`config.mk`:
```
export PLATFORM = sky130hd
export DESIGN_NAME = pixel_stream_seq
export DESIGN_NICKNAME = d
export VERILOG_FILES = /design/src/rtl/pixel_seq_pkg.sv /design/src/rtl/pixel_op.sv /design/src/rtl/pixel_stream_seq.sv
export SDC_FILE = /design/constraint.sdc
export NUM_CORES = 1
export LEC_CHECK = 0
export ABC_AREA = 1
export CAP_MARGIN = 20
export CORE_ASPECT_RATIO = 0.7
export CORE_MARGIN = 2
export CORE_UTILIZATION = 40
export CTS_CLUSTER_SIZE = 10
export DETAILED_ROUTE_END_ITERATION = 8
export PLACE_DENSITY = 0.73
export SETUP_SLACK_MARGIN = 0.02
export SLEW_MARGIN = 20
export SYNTH_ARGS = -nofsm -noshare
export SYNTH_HDL_FRONTEND = slang
export SYNTH_HIERARCHICAL = 1
export SYNTH_SLANG_ARGS = --single-unit
```
`constraint.sdc`:
```
create_clock -name clk -period 1.4 [get_ports clk]
set_input_delay 0.28 -clock clk [delete_from_list [all_inputs] [get_ports clk]]
set_output_delay 0.28 -clock clk [all_outputs]
set_load 0.03 [all_outputs]
```
`src/rtl/pixel_seq_pkg.sv`:
```
`default_nettype none
// ============================================================================
//  Module      : pixel_seq_pkg
//  Description : Shared types and default constants for the pixel stream
//                sequencer and its pixel-operation stage.
//  Revision    : 1.0  initial release
// ============================================================================
package pixel_seq_pkg;

    // Sequencer states
    typedef enum logic [1:0] {
        IDLE  = 2'd0,
        READ  = 2'd1,
        DRAIN = 2'd2,
        DONE  = 2'd3
    } state_t;

    // Default frame geometry
    localparam int DEF_NUM_PIX = 256;
    localparam int DEF_ADDR_W  = 8;
    localparam int DEF_DATA_W  = 8;
    localparam int DEF_CNT_W   = 9;

    // Largest pixel value for the default pixel width
    localparam int PIX_MAX     = 2**DEF_DATA_W - 1;

endpackage
`default_nettype wire

```
`src/rtl/pixel_op.sv`:
```
`default_nettype none
// ============================================================================
//  Module      : pixel_op
//  Description : Purely combinational per-pixel operation f(x). Kept as its
//                own block so other point filters can be dropped in later.
//                Compile-time option PIXEL_INVERT_EN:
//                  defined   -> f(x) = (2**DATA_W-1) - x  (negative image)
//                  undefined -> f(x) = x                 (pass-through)
//  Ports       : pix_in  [DATA_W] pixel from the source BRAM
//                pix_out [DATA_W] processed pixel
//  Revision    : 1.0  initial release
// ============================================================================
module pixel_op
    import pixel_seq_pkg::*;
#(
    parameter int DATA_W = DEF_DATA_W
) (
    input  logic [DATA_W-1:0] pix_in,
    output logic [DATA_W-1:0] pix_out
);

`ifdef PIXEL_INVERT_EN
    // All-ones of the configured width, so DATA_W other than 8 also works
    localparam logic [DATA_W-1:0] c_PIX_MAX = {DATA_W{1'b1}};

    assign pix_out = c_PIX_MAX - pix_in;
`else
    assign pix_out = pix_in;
`endif

endmodule
`default_nettype wire

```
`src/rtl/pixel_stream_seq.sv`:
```
`default_nettype none
// ============================================================================
//  Module      : pixel_stream_seq
//  Description : On a start strobe, sweeps one frame out of the source BRAM
//                (port B), passes each pixel through pixel_op and writes it
//                to the destination BRAM (port A) at the same address, one
//                pixel per clock. Reports the number of pixels written.
//                Compile-time option PIXEL_INVERT_EN selects the negative-
//                image operation inside pixel_op.
//  Ports       : clk      system clock (rising edge)
//                reset_n  asynchronous active-low reset
//                start    one-cycle frame-start strobe
//                rd_en    source read enable
//                rd_addr  source read address
//                rd_data  source read data, RD_LAT clocks after address
//                wr_en    destination write enable
//                wr_addr  destination write address
//                wr_data  processed pixel
//                count    pixels written this frame (saturates at NUM_PIX)
//                busy     high while reading or draining
//                done     high once the frame is complete
//  Revision    : 1.0  initial release
// ============================================================================
module pixel_stream_seq
    import pixel_seq_pkg::*;
#(
    parameter int NUM_PIX = DEF_NUM_PIX,
    parameter int ADDR_W  = DEF_ADDR_W,
    parameter int DATA_W  = DEF_DATA_W,
    parameter int CNT_W   = DEF_CNT_W,
    parameter int RD_LAT  = 1
) (
    input  logic              clk,
    input  logic              reset_n,
    input  logic              start,
    output logic              rd_en,
    output logic [ADDR_W-1:0] rd_addr,
    input  logic [DATA_W-1:0] rd_data,
    output logic              wr_en,
    output logic [ADDR_W-1:0] wr_addr,
    output logic [DATA_W-1:0] wr_data,
    output logic [CNT_W-1:0]  count,
    output logic              busy,
    output logic              done
);

    localparam logic [ADDR_W-1:0] c_LAST_ADDR = ADDR_W'(NUM_PIX - 1);
    localparam logic [CNT_W-1:0]  c_NUM_PIX   = CNT_W'(NUM_PIX);

    state_t              r_state;
    state_t              w_state_nxt;

    // Read-flag / address delay line, aligned with rd_data at the last stage
    logic                r_vld      [RD_LAT];
    logic [ADDR_W-1:0]   r_dly_addr [RD_LAT];

    logic                w_pipe_busy;
    logic                w_start_ok;
    logic                w_last_rd;
    logic [DATA_W-1:0]   w_pix;

    // start only counts when the FSM is waiting for it
    assign w_start_ok = start && ((r_state == IDLE) || (r_state == DONE));
    assign w_last_rd  = rd_en && (rd_addr == c_LAST_ADDR);

    always_comb begin
        w_pipe_busy = 1'b0;
        for (int i = 0; i < RD_LAT; i++) begin
            w_pipe_busy = w_pipe_busy | r_vld[i];
        end
    end

    // ------------------------------------------------------------------
    // FSM
    // ------------------------------------------------------------------
    always_ff @(posedge clk or negedge reset_n) begin
        if (!reset_n) begin
            r_state <= IDLE;
        end else begin
            r_state <= w_state_nxt;
        end
    end

    always_comb begin
        w_state_nxt = r_state;
        busy        = 1'b0;
        done        = 1'b0;
        case (r_state)
            IDLE: begin
                if (start) w_state_nxt = READ;
            end
            READ: begin
                busy = 1'b1;
                if (w_last_rd) w_state_nxt = DRAIN;
            end
            DRAIN: begin
                busy = 1'b1;
                // Delay line empty means the final write is on the port now;
                // count reaches NUM_PIX on the same edge that enters DONE.
                if (!w_pipe_busy) w_state_nxt = DONE;
            end
            DONE: begin
                done = 1'b1;
                if (start) w_state_nxt = READ;
            end
            default: w_state_nxt = IDLE;
        endcase
    end

    // ------------------------------------------------------------------
    // Read address generator. The first READ cycle only arms rd_en, so
    // address 0 is presented one clock after start is sampled. The address
    // stops at the last pixel rather than wrapping.
    // ------------------------------------------------------------------
    always_ff @(posedge clk or negedge reset_n) begin
        if (!reset_n) begin
            rd_en   <= 1'b0;
            rd_addr <= '0;
        end else if (w_start_ok) begin
            rd_en   <= 1'b0;
            rd_addr <= '0;
        end else if (r_state == READ) begin
            if (!rd_en) begin
                rd_en <= 1'b1;
            end else if (rd_addr == c_LAST_ADDR) begin
                rd_en <= 1'b0;
            end else begin
                rd_addr <= rd_addr + ADDR_W'(1);
            end
        end else begin
            rd_en <= 1'b0;
        end
    end

    // ------------------------------------------------------------------
    // Delay line matching the source BRAM read latency
    // ------------------------------------------------------------------
    for (genvar i = 0; i < RD_LAT; i++) begin : g_dly
        if (i == 0) begin : g_head
            always_ff @(posedge clk or negedge reset_n) begin
                if (!reset_n) begin
                    r_vld[0]      <= 1'b0;
                    r_dly_addr[0] <= '0;
                end else begin
                    r_vld[0]      <= rd_en;
                    r_dly_addr[0] <= rd_addr;
                end
            end
        end else begin : g_tail
            always_ff @(posedge clk or negedge reset_n) begin
                if (!reset_n) begin
                    r_vld[i]      <= 1'b0;
                    r_dly_addr[i] <= '0;
                end else begin
                    r_vld[i]      <= r_vld[i-1];
                    r_dly_addr[i] <= r_dly_addr[i-1];
                end
            end
        end
    end

    // ------------------------------------------------------------------
    // Pixel operation and write stage
    // ------------------------------------------------------------------
    pixel_op #(
        .DATA_W (DATA_W)
    ) u_pixel_op (
        .pix_in  (rd_data),
        .pix_out (w_pix)
    );

    always_ff @(posedge clk or negedge reset_n) begin
        if (!reset_n) begin
            wr_en   <= 1'b0;
            wr_addr <= '0;
            wr_data <= '0;
        end else if (r_vld[RD_LAT-1]) begin
            wr_en   <= 1'b1;
            wr_addr <= r_dly_addr[RD_LAT-1];
            wr_data <= w_pix;
        end else begin
            wr_en   <= 1'b0;
        end
    end

    // Pixels written; counts the cycle after each write and saturates
    always_ff @(posedge clk or negedge reset_n) begin
        if (!reset_n) begin
            count <= '0;
        end else if (w_start_ok) begin
            count <= '0;
        end else if (wr_en && (count < c_NUM_PIX)) begin
            count <= count + CNT_W'(1);
        end
    end

endmodule
`default_nettype wire
```
==> out/metrics.csv, run 1 <==
metric,value,unit
Startpoint Class,flip-flop,
Avg Synthesized Cell Area,9.89,um^2
clock-pin slew on the worst setup and hold paths,0.09,ns
FF-to-FF Start,r_state[1],
clk_lat worst skew,0.30,ns
Ant. Diodes,0,
endpoints failing setup,2,
final wirelength,4270,um
Combinational Power Share,0.513,
most frequent cells in the layout,"dfrtp_1 (44), nand2_1 (34), buf_4 (28), dlygate4sd2_1 (18), inv_1 (17)",
"Req. time, crit path",1.12,ns
core box area,4890,um^2
Pleak,1.51,nW
first-pass GRT wire length,7420,um
Setup crit start,r_state[1],
r2r endpoint,rd_addr[2],
Starting Density,0.427,
CP max FO,2,
dpl ws,-0.0134,ns
Synth Instances,211,
Peak Freq,679,MHz
total congestion overflow,0,
switching power share of the total,0.415,
hold path depth,1,
clock root buffer,clkbuf_8,
final hold violations,0,
Die Area,5820,um^2
hpwl dp,2980,um
Wirelength per Cell,12.3,um
post-synthesis register bit count,46,
Worst Hold Slack,0.478,ns
Flop pwr share,0.339,
PD cells,1830,nW/um^2
failing checks,setup timing,
number of synthesized flops with an enable pin,0,
Setup Skew,0.00494,ns
Die Height,64.4,um
number of global-route vias before repair,1654,
GPL Wtd Cong,0.828,
R2R depth,10,
DRC,0,
final setup TNS,-0.113,ns
largest net degree at the start of global routing,47,
Max VDD drop,1.39,mV
Max Root-Sink Buffers,2,
worst slew pin tran,0.314,ns
Die W,90.3,um
gr usage total,0.158,
final worst setup slack,-0.0723,ns
Tmin final,1.47,ns
P&R area growth vs syn,43.1,%
initial antenna violation count,0,
fraction of layout instances using a drive strength above 1,0.363,
1st-pass router iterations,4,
ys flop type,dfrtp_1,
internal reg-to-reg setup slack,0.02,ns
Tcrit/Tclk final,1.05,
unrepaired setup endpoints after global routing,true,
met1 Track Usage GR,0.213,
WS Path Type,flip-flop to output port,
site row count,21,
Max Cap Viol,0,
Synth async-reset ratio,1.00,
Via density,4.56,
port bufs,47,
DR vias,1582,
DRT iter0 DRCs,69,
clock power share,0.148,
post-synth cell types,19,
"Seq/Total Area, Yosys",0.552,
worst hold endpoint,wr_addr[3],
CTS tree,built,
met3 Track Usage GR,0.0395,
"most common cell after layout, fill and taps aside",dfrtp_1,
CTS Sinks,46,
sw power,0.00226,W
CTS Buf Count,5,
Mapped Area,2090,um^2
"Slew Viols, Final",0,
Hold Crit Class,flip-flop to flip-flop,
endpoint class of the critical path,output port,
H-tree depth,2,
Internal,0.00318,W
yosys warns,6,
outcome,"finished, violations left",
Worst EP arrival,1.19,ns
Hold Path Origin,r_dly_addr[3],
Ports,48,
relative slew slack,0.791,
antenna-violating nets left,0,
post-layout net count,293,
syn_nets,227,
Final Core Density,0.611,
GR peak layer,met2,
GR Layer Usage met2,0.255,
timing repair:
action	4_1_cts	5_1_grt
buffers inserted	4	3
pin swaps	1	9
gates cloned	0	0
hold buffers	1	0
setup endpoints to repair	35	25
hold endpoints to repair	46	0
gates resized for setup	41	32
worst max-delay path, stage by stage, from the launching register on:
cell	delay, ns
dfrtp_1	0.43
ha_4	0.31
inv_4	0.03
buf_6	0.12
per-stage QoR:
| stage | cells | total power [W] | cell area [um^2] |
|---|---|---|---|
| 2_1_floorplan | 211 | 0.00332 | 2100 |
| 3_3_place_gp | 331 | 0.00422 | 2690 |
| 3_5_place_dp | 331 | 0.00425 | 2690 |
| 4_1_cts | 344 | 0.00530 | 2870 |
| 5_1_grt | 347 | 0.00579 | 2980 |
| 6_report | 347 | 0.00545 | 2980 |
synthesized netlist by cell type, types with 3 or more instances:
master   instances  area [um^2]
a21oi_1          7         35.0
buf_4            9         67.6
dfrtp_1         46         1150
ha_1             5         62.6
inv_1           22         82.6
mux2_2          16          180
nand2_1         45          169
nand2_2          4         25.0
nand2_4          3         33.8
nand3_1         16         80.1
nand4_1          8         50.1
nor2_1          19         71.3
power groups by stage:
stage               registers [W]  clock network, W  logic (W)
floorplan                 0.00233                 0   0.000987
detailed placement        0.00188                 0    0.00237
finish                    0.00185          0.000807    0.00279
global route              0.00189          0.000904    0.00299
global placement          0.00186                 0    0.00236
CTS                       0.00185          0.000838    0.00261
cell families (layout without fill, tap and decap cells):
| logic type | after synthesis | in the layout | synth area share |
|---|---|---|---|
| adder cells (fa/ha/maj) | 5 | 5 | 0.0300 |
| buffers and inverters | 34 | 101 | 0.0792 |
| multiplexers | 16 | 16 | 0.0864 |
| flip-flops | 46 | 46 | 0.552 |
| AO/OA/AOI/OAI | 10 | 10 | 0.0240 |
| XOR/XNOR | 2 | 2 | 0.00840 |
| AND/OR/NAND/NOR | 98 | 98 | 0.220 |
area by class of cell:
class	count	area [um^2]
inverters	23	101
flip-flops and latches	46	1150
clock inverters	3	21.3
clock buffers	5	68.8
well taps	69	86.3
multi-input cells	131	915
repair buffers	70	638
fillers	441	1900
flip-flops by register name, indices dropped and copies added (netlist names):
| name | cells |
|---|---|
| wr_en | 1 |
| r_dly_addr | 8 |
| count | 9 |
| rd_en | 1 |
| wr_data | 8 |
| r_state | 2 |
| rd_addr | 8 |
| wr_addr | 8 |
| r_vld | 1 |
how the worst max path moves through the flow:
stage | end | slack (ns) | cells after the start
2_1_floorplan | r_state[0] | 0.02 | 7
3_3_place_gp | rd_addr[3] | -0.003 | 9
3_5_place_dp | rd_addr[6] | -0.01 | 6
4_1_cts | busy | -0.07 | 3
5_1_grt | busy | -0.11 | 3
6_report | busy | -0.07 | 3
routing by layer:
layer	wire, um	vias up
met5	0	-
met3	191	7
met2	1930	36
met4	44	0
met1	2100	732
li1	-	807
Power figures use the tool's default switching activity.
==> run 2: changes to the inputs <==
--- a/config.mk
+++ b/config.mk
@@ -13,7 +13,7 @@
 export CTS_CLUSTER_SIZE = 10
 export DETAILED_ROUTE_END_ITERATION = 8
 export PLACE_DENSITY = 0.73
-export SETUP_SLACK_MARGIN = 0.02
+export SETUP_SLACK_MARGIN = 0.5
 export SLEW_MARGIN = 20
 export SYNTH_ARGS = -nofsm -noshare
 export SYNTH_HDL_FRONTEND = slang
==> out/metrics.csv, run 2 (synthesis results as in run 1) <==
metric,value,unit
Ports,48,
switching power share of the total,0.402,
R2R depth,8,
M1 WL,2490,um
"Slowest-stage cell, CP",dfrtp_1,
CP max FO,5,
Max Root-Sink Buffers,2,
Max VDD drop,1.83,mV
P&R area growth vs syn,71.5,%
number of global-route vias before repair,1709,
post-layout net count,322,
Largest Register,count,
unrepaired setup endpoints after global routing,true,
FF-to-FF Start,r_state[1],
"most common cell after layout, fill and taps aside",buf_6,
gr usage total,0.189,
endpoints failing setup,14,
total congestion overflow,0,
Worst Hold Slack,-0.0957,ns
Worst EP arrival,1.67,ns
"Slew Viols, Final",0,
Fill cells,350,
DRC,0,
max reg flops,9,
Total Power,0.00709,W
CTS Buf Count,5,
antenna-violating nets left,0,
initial antenna violation count,0,
core box area,4890,um^2
sw power,0.00285,W
port bufs,47,
outcome,"finished, violations left",
CTS Sinks,46,
worst slew pin tran,0.714,ns
DRT iter0 DRCs,90,
Via density,4.73,
Setup Skew,0.00800,ns
final setup TNS,-0.645,ns
Peak Freq,673,MHz
internal reg-to-reg setup slack,-0.09,ns
DR vias,1777,
Pleak,1.73,nW
Post-Place Cell Area,2890,um^2
clock power share,0.116,
final worst setup slack,-0.0857,ns
site row count,21,
GPL Wtd Cong,0.851,
"Req. time, crit path",1.59,ns
clk_lat worst skew,0.30,ns
r2r endpoint,rd_addr[7],
Tmin final,1.49,ns
Startpoint Class,flip-flop,
fraction of layout instances using a drive strength above 1,0.603,
Internal,0.00424,W
Critical Path Max Stage Delay,0.43,ns
clock root buffer,clkbuf_8,
first-pass GRT wire length,8590,um
dpl ws,-0.0227,ns
hpwl dp,3160,um
endpoint class of the critical path,flip-flop,
Met3 Routed Length,261,um
Tcrit/Tclk final,1.06,
clock-pin slew on the worst setup and hold paths,0.09,ns
WS Path Type,flip-flop to flip-flop,
1st-pass router iterations,5,
metal2 WL,2590,um
DR top layer,met3,
Combinational Power Share,0.615,
Flop pwr share,0.269,
final wirelength,5350,um
PD cells,1980,nW/um^2
most frequent cells in the layout,"buf_6 (48), dfrtp_1 (34), buf_4 (31), nand2_1 (29), mux2_4 (16)",
Setup crit start,r_state[1],
Die Height,64.4,um
largest net degree at the start of global routing,18,
Max Cap Viol,0,
relative slew slack,0.524,
H-tree depth,2,
"Cell Chain, Critical Path","ha_4, buf_6, buf_12, nand2_8, nand2_8, inv_8, nand2_2, nand2_2",
Wirelength per Cell,14.2,um
Hold Crit Class,input port to asynchronous set/reset pin,
Die W,90.3,um
Starting Density,0.427,
final hold violations,14,
CTS tree,built,
Die Area,5820,um^2
"Design Area, Final",3580,um^2
Ant. Diodes,0,
failing checks,"hold timing, setup timing",
-- run 2: stage by stage --
| step | util | hold slack, ns | std cells |
|---|---|---|---|
| global route | 0.732 | -0.0871 | 376 |
| detailed placement | 0.591 | 0.229 | 334 |
| CTS | 0.699 | -0.0963 | 369 |
| global placement | 0.591 | 0.226 | 334 |
| floorplan | - | -0.0156 | 211 |
| finish | 0.732 | -0.0957 | 376 |
-- run 2: layout make-up --
type | count | area, um^2 | area share
Timing Repair Buffer | 96 | 1000 | 0.280
Sequential cell | 46 | 1170 | 0.326
Tap cell | 69 | 86.3 | 0.0241
Clock inverter | 3 | 21.3 | 0.00595
Multi-Input combinational cell | 134 | 1130 | 0.315
Clock buffer | 5 | 68.8 | 0.0192
Inverter | 23 | 104 | 0.0290
-- run 2: worst max-delay path, delay by kind of cell, from the launching register on --
kind	cells	cell delay, ns
flops	1	0.43
simple gates	4	0.35
fa+ha+maj	1	0.31
buf+inv	3	0.26
-- run 2: how the worst max path moves through the flow --
stage | endpoint | depth (start not counted) | slack (ns)
finish | rd_addr[7] | 8 | -0.09
global route | rd_addr[3] | 9 | -0.14
CTS | busy | 3 | -0.09
detailed placement | count[7] | 6 | -0.02
global placement | rd_addr[2] | 6 | -0.003
floorplan | r_state[1] | 8 | 0.06
-- run 2: routing by layer --
layer  track usage  up-vias
li1              -      866
met5             0        -
met1         0.261      856
met3        0.0581        0
met2         0.298       55
met4        0.0423        0
-- run 2: power groups by stage --
stage | registers, W | clock network (W) | logic [W]
3_5_place_dp | 0.00189 | 0 | 0.00282
5_1_grt | 0.00194 | 0.000905 | 0.00463
2_1_floorplan | 0.00238 | 0 | 0.00140
6_report | 0.00190 | 0.000825 | 0.00436
4_1_cts | 0.00190 | 0.000841 | 0.00394
3_3_place_gp | 0.00188 | 0 | 0.00278
-- run 2: timing repair --
item | CTS | global route
endpoints found under the hold margin | 14 | 14
cloned | 3 | 0
pin swaps | 13 | 10
resized for setup | 254 | 25
setup buffers | 24 | 7
setup endpoints to repair | 73 | 73
==> run 3: changes to the inputs <==
==> constraint.sdc (replaced) <==
create_clock -name clk -period 1.4 [get_ports clk]
set_input_delay 0.28 -clock clk [delete_from_list [all_inputs] [get_ports clk]]
set_output_delay 0.28 -clock clk [all_outputs]
set_load 0.02 [all_outputs]
==> out/metrics.csv, run 3 (synthesis results as in run 1) <==
metric,value,unit
Max VDD drop,2.21,mV
Peak Freq,689,MHz
"Req. time, crit path",1.12,ns
Die Area,5820,um^2
CTS Buf Count,5,
Ant. Diodes,0,
final worst setup slack,-0.0506,ns
Max Root-Sink Buffers,2,
Wirelength per Cell,13.0,um
met3 Track Usage GR,0.0500,
Die Height,64.4,um
post-layout net count,324,
Fill cells,360,
"Slew Viols, Final",0,
clk_lat worst skew,0.29,ns
fraction of layout instances using a drive strength above 1,0.498,
Total Power,0.00642,W
port bufs,47,
Largest Register,count,
antenna-violating nets left,0,
worst slew pin tran,0.384,ns
failing checks,setup timing,
DR vias,1762,
outcome,"finished, violations left",
Ports,48,
Worst EP arrival,1.17,ns
placed cell count,335,
Starting Density,0.427,
Tcrit/Tclk final,1.04,
GR Layer Usage met2,0.257,
final setup TNS,-0.144,ns
final hold violations,0,
relative slew slack,0.743,
endpoints failing setup,7,
site row count,21,
clock-pin slew on the worst setup and hold paths,0.08,ns
Via density,4.66,
CTS tree,built,
initial antenna violation count,0,
unrepaired setup endpoints after global routing,true,
WS Path Type,flip-flop to output port,
Startpoint Class,flip-flop,
Hold Crit Class,flip-flop to flip-flop,
core box area,4890,um^2
endpoint class of the critical path,output port,
gr usage total,0.175,
PD cells,1880,nW/um^2
P&R area growth vs syn,63.4,%
"most common cell after layout, fill and taps aside",buf_4,
DRT iter0 DRCs,153,
CP max FO,3,
DRC,0,
1st-pass router iterations,5,
most frequent cells in the layout,"buf_4 (45), nand2_1 (41), buf_6 (40), dfrtp_1 (39), nor2_1 (18)",
GR peak layer,met2,
Pleak,1.71,nW
Tmin final,1.45,ns
number of global-route vias before repair,1595,
met1 Track Usage GR,0.250,
Die W,90.3,um
total congestion overflow,0,
final wirelength,4920,um
"non-filler cells, final",378,
H-tree depth,2,
Setup Skew,0.00544,ns
hpwl dp,3040,um
largest net degree at the start of global routing,47,
clock root buffer,clkbuf_8,
GPL Wtd Cong,0.816,
first-pass GRT wire length,7850,um
Max Cap Viol,0,
max reg flops,9,
CTS Sinks,46,
## run 3: cell type report
| type | count | area (um^2) | area share |
|---|---|---|---|
| clock buffers | 6 | 72.6 | 0.0213 |
| clock inverters | 2 | 37.5 | 0.0110 |
| inverters | 23 | 93.8 | 0.0275 |
| multi-input cells | 132 | 980 | 0.287 |
| flip-flops and latches | 46 | 1160 | 0.340 |
| well taps | 69 | 86.3 | 0.0253 |
| repair buffers | 100 | 978 | 0.287 |
## run 3: what timing repair did
action,4_1_cts,5_1_grt
resized for setup,237,6
hold buffers,1,0
pin swaps,5,4
hold endpoints to repair,46,0
buffers inserted,23,9
cloned,2,0
endpoints found under the setup margin,73,73
## run 3: through the flow
stage                     cell area (um^2)  worst slack [ns]  hold slack (ns)   util
after global placement                2890            -0.156            0.278  0.591
after detailed placement              2890            -0.179            0.279  0.591
after floorplan                       2260             0.124          -0.0156      -
final                                 3410           -0.0506            0.462  0.697
after global routing                  3410           -0.0989            0.475  0.697
after CTS                             3310           -0.0520            0.463  0.677
## run 3: path summary, 6_finish.rpt
check / from / to / slack [ns] / cells past startpoint
max reg2reg: r_state[1] / rd_addr[1] / -0.02 / 6
max: r_state[1] / busy / -0.05 / 3
min: rd_addr[1] / r_dly_addr[1] / 0.46 / 0
min reg2reg: rd_addr[1] / r_dly_addr[1] / 0.46 / 0
min in group asynchronous: reset_n / wr_data[1] / 0.48 / 3
max in group asynchronous: reset_n / count[8] / 0.68 / 3
## run 3: power by group
part	switching, W	internal [W]
clock network	0.000434	0.000533
logic	0.00161	0.00193
registers	0.000268	0.00165
## run 3: metal layers
layer / vias up / part of all wire
met2: 52 / 0.45
met1: 837 / 0.48
met3: 2 / 0.055
li1: 871 / -
met4: 0 / 0.0073
met5: - / 0
## run 3: worst max-delay path: stages (launching register included)
cell and delay (ns):
dfrtp_1 0.43, ha_4 0.30, inv_4 0.03, buf_6 0.12
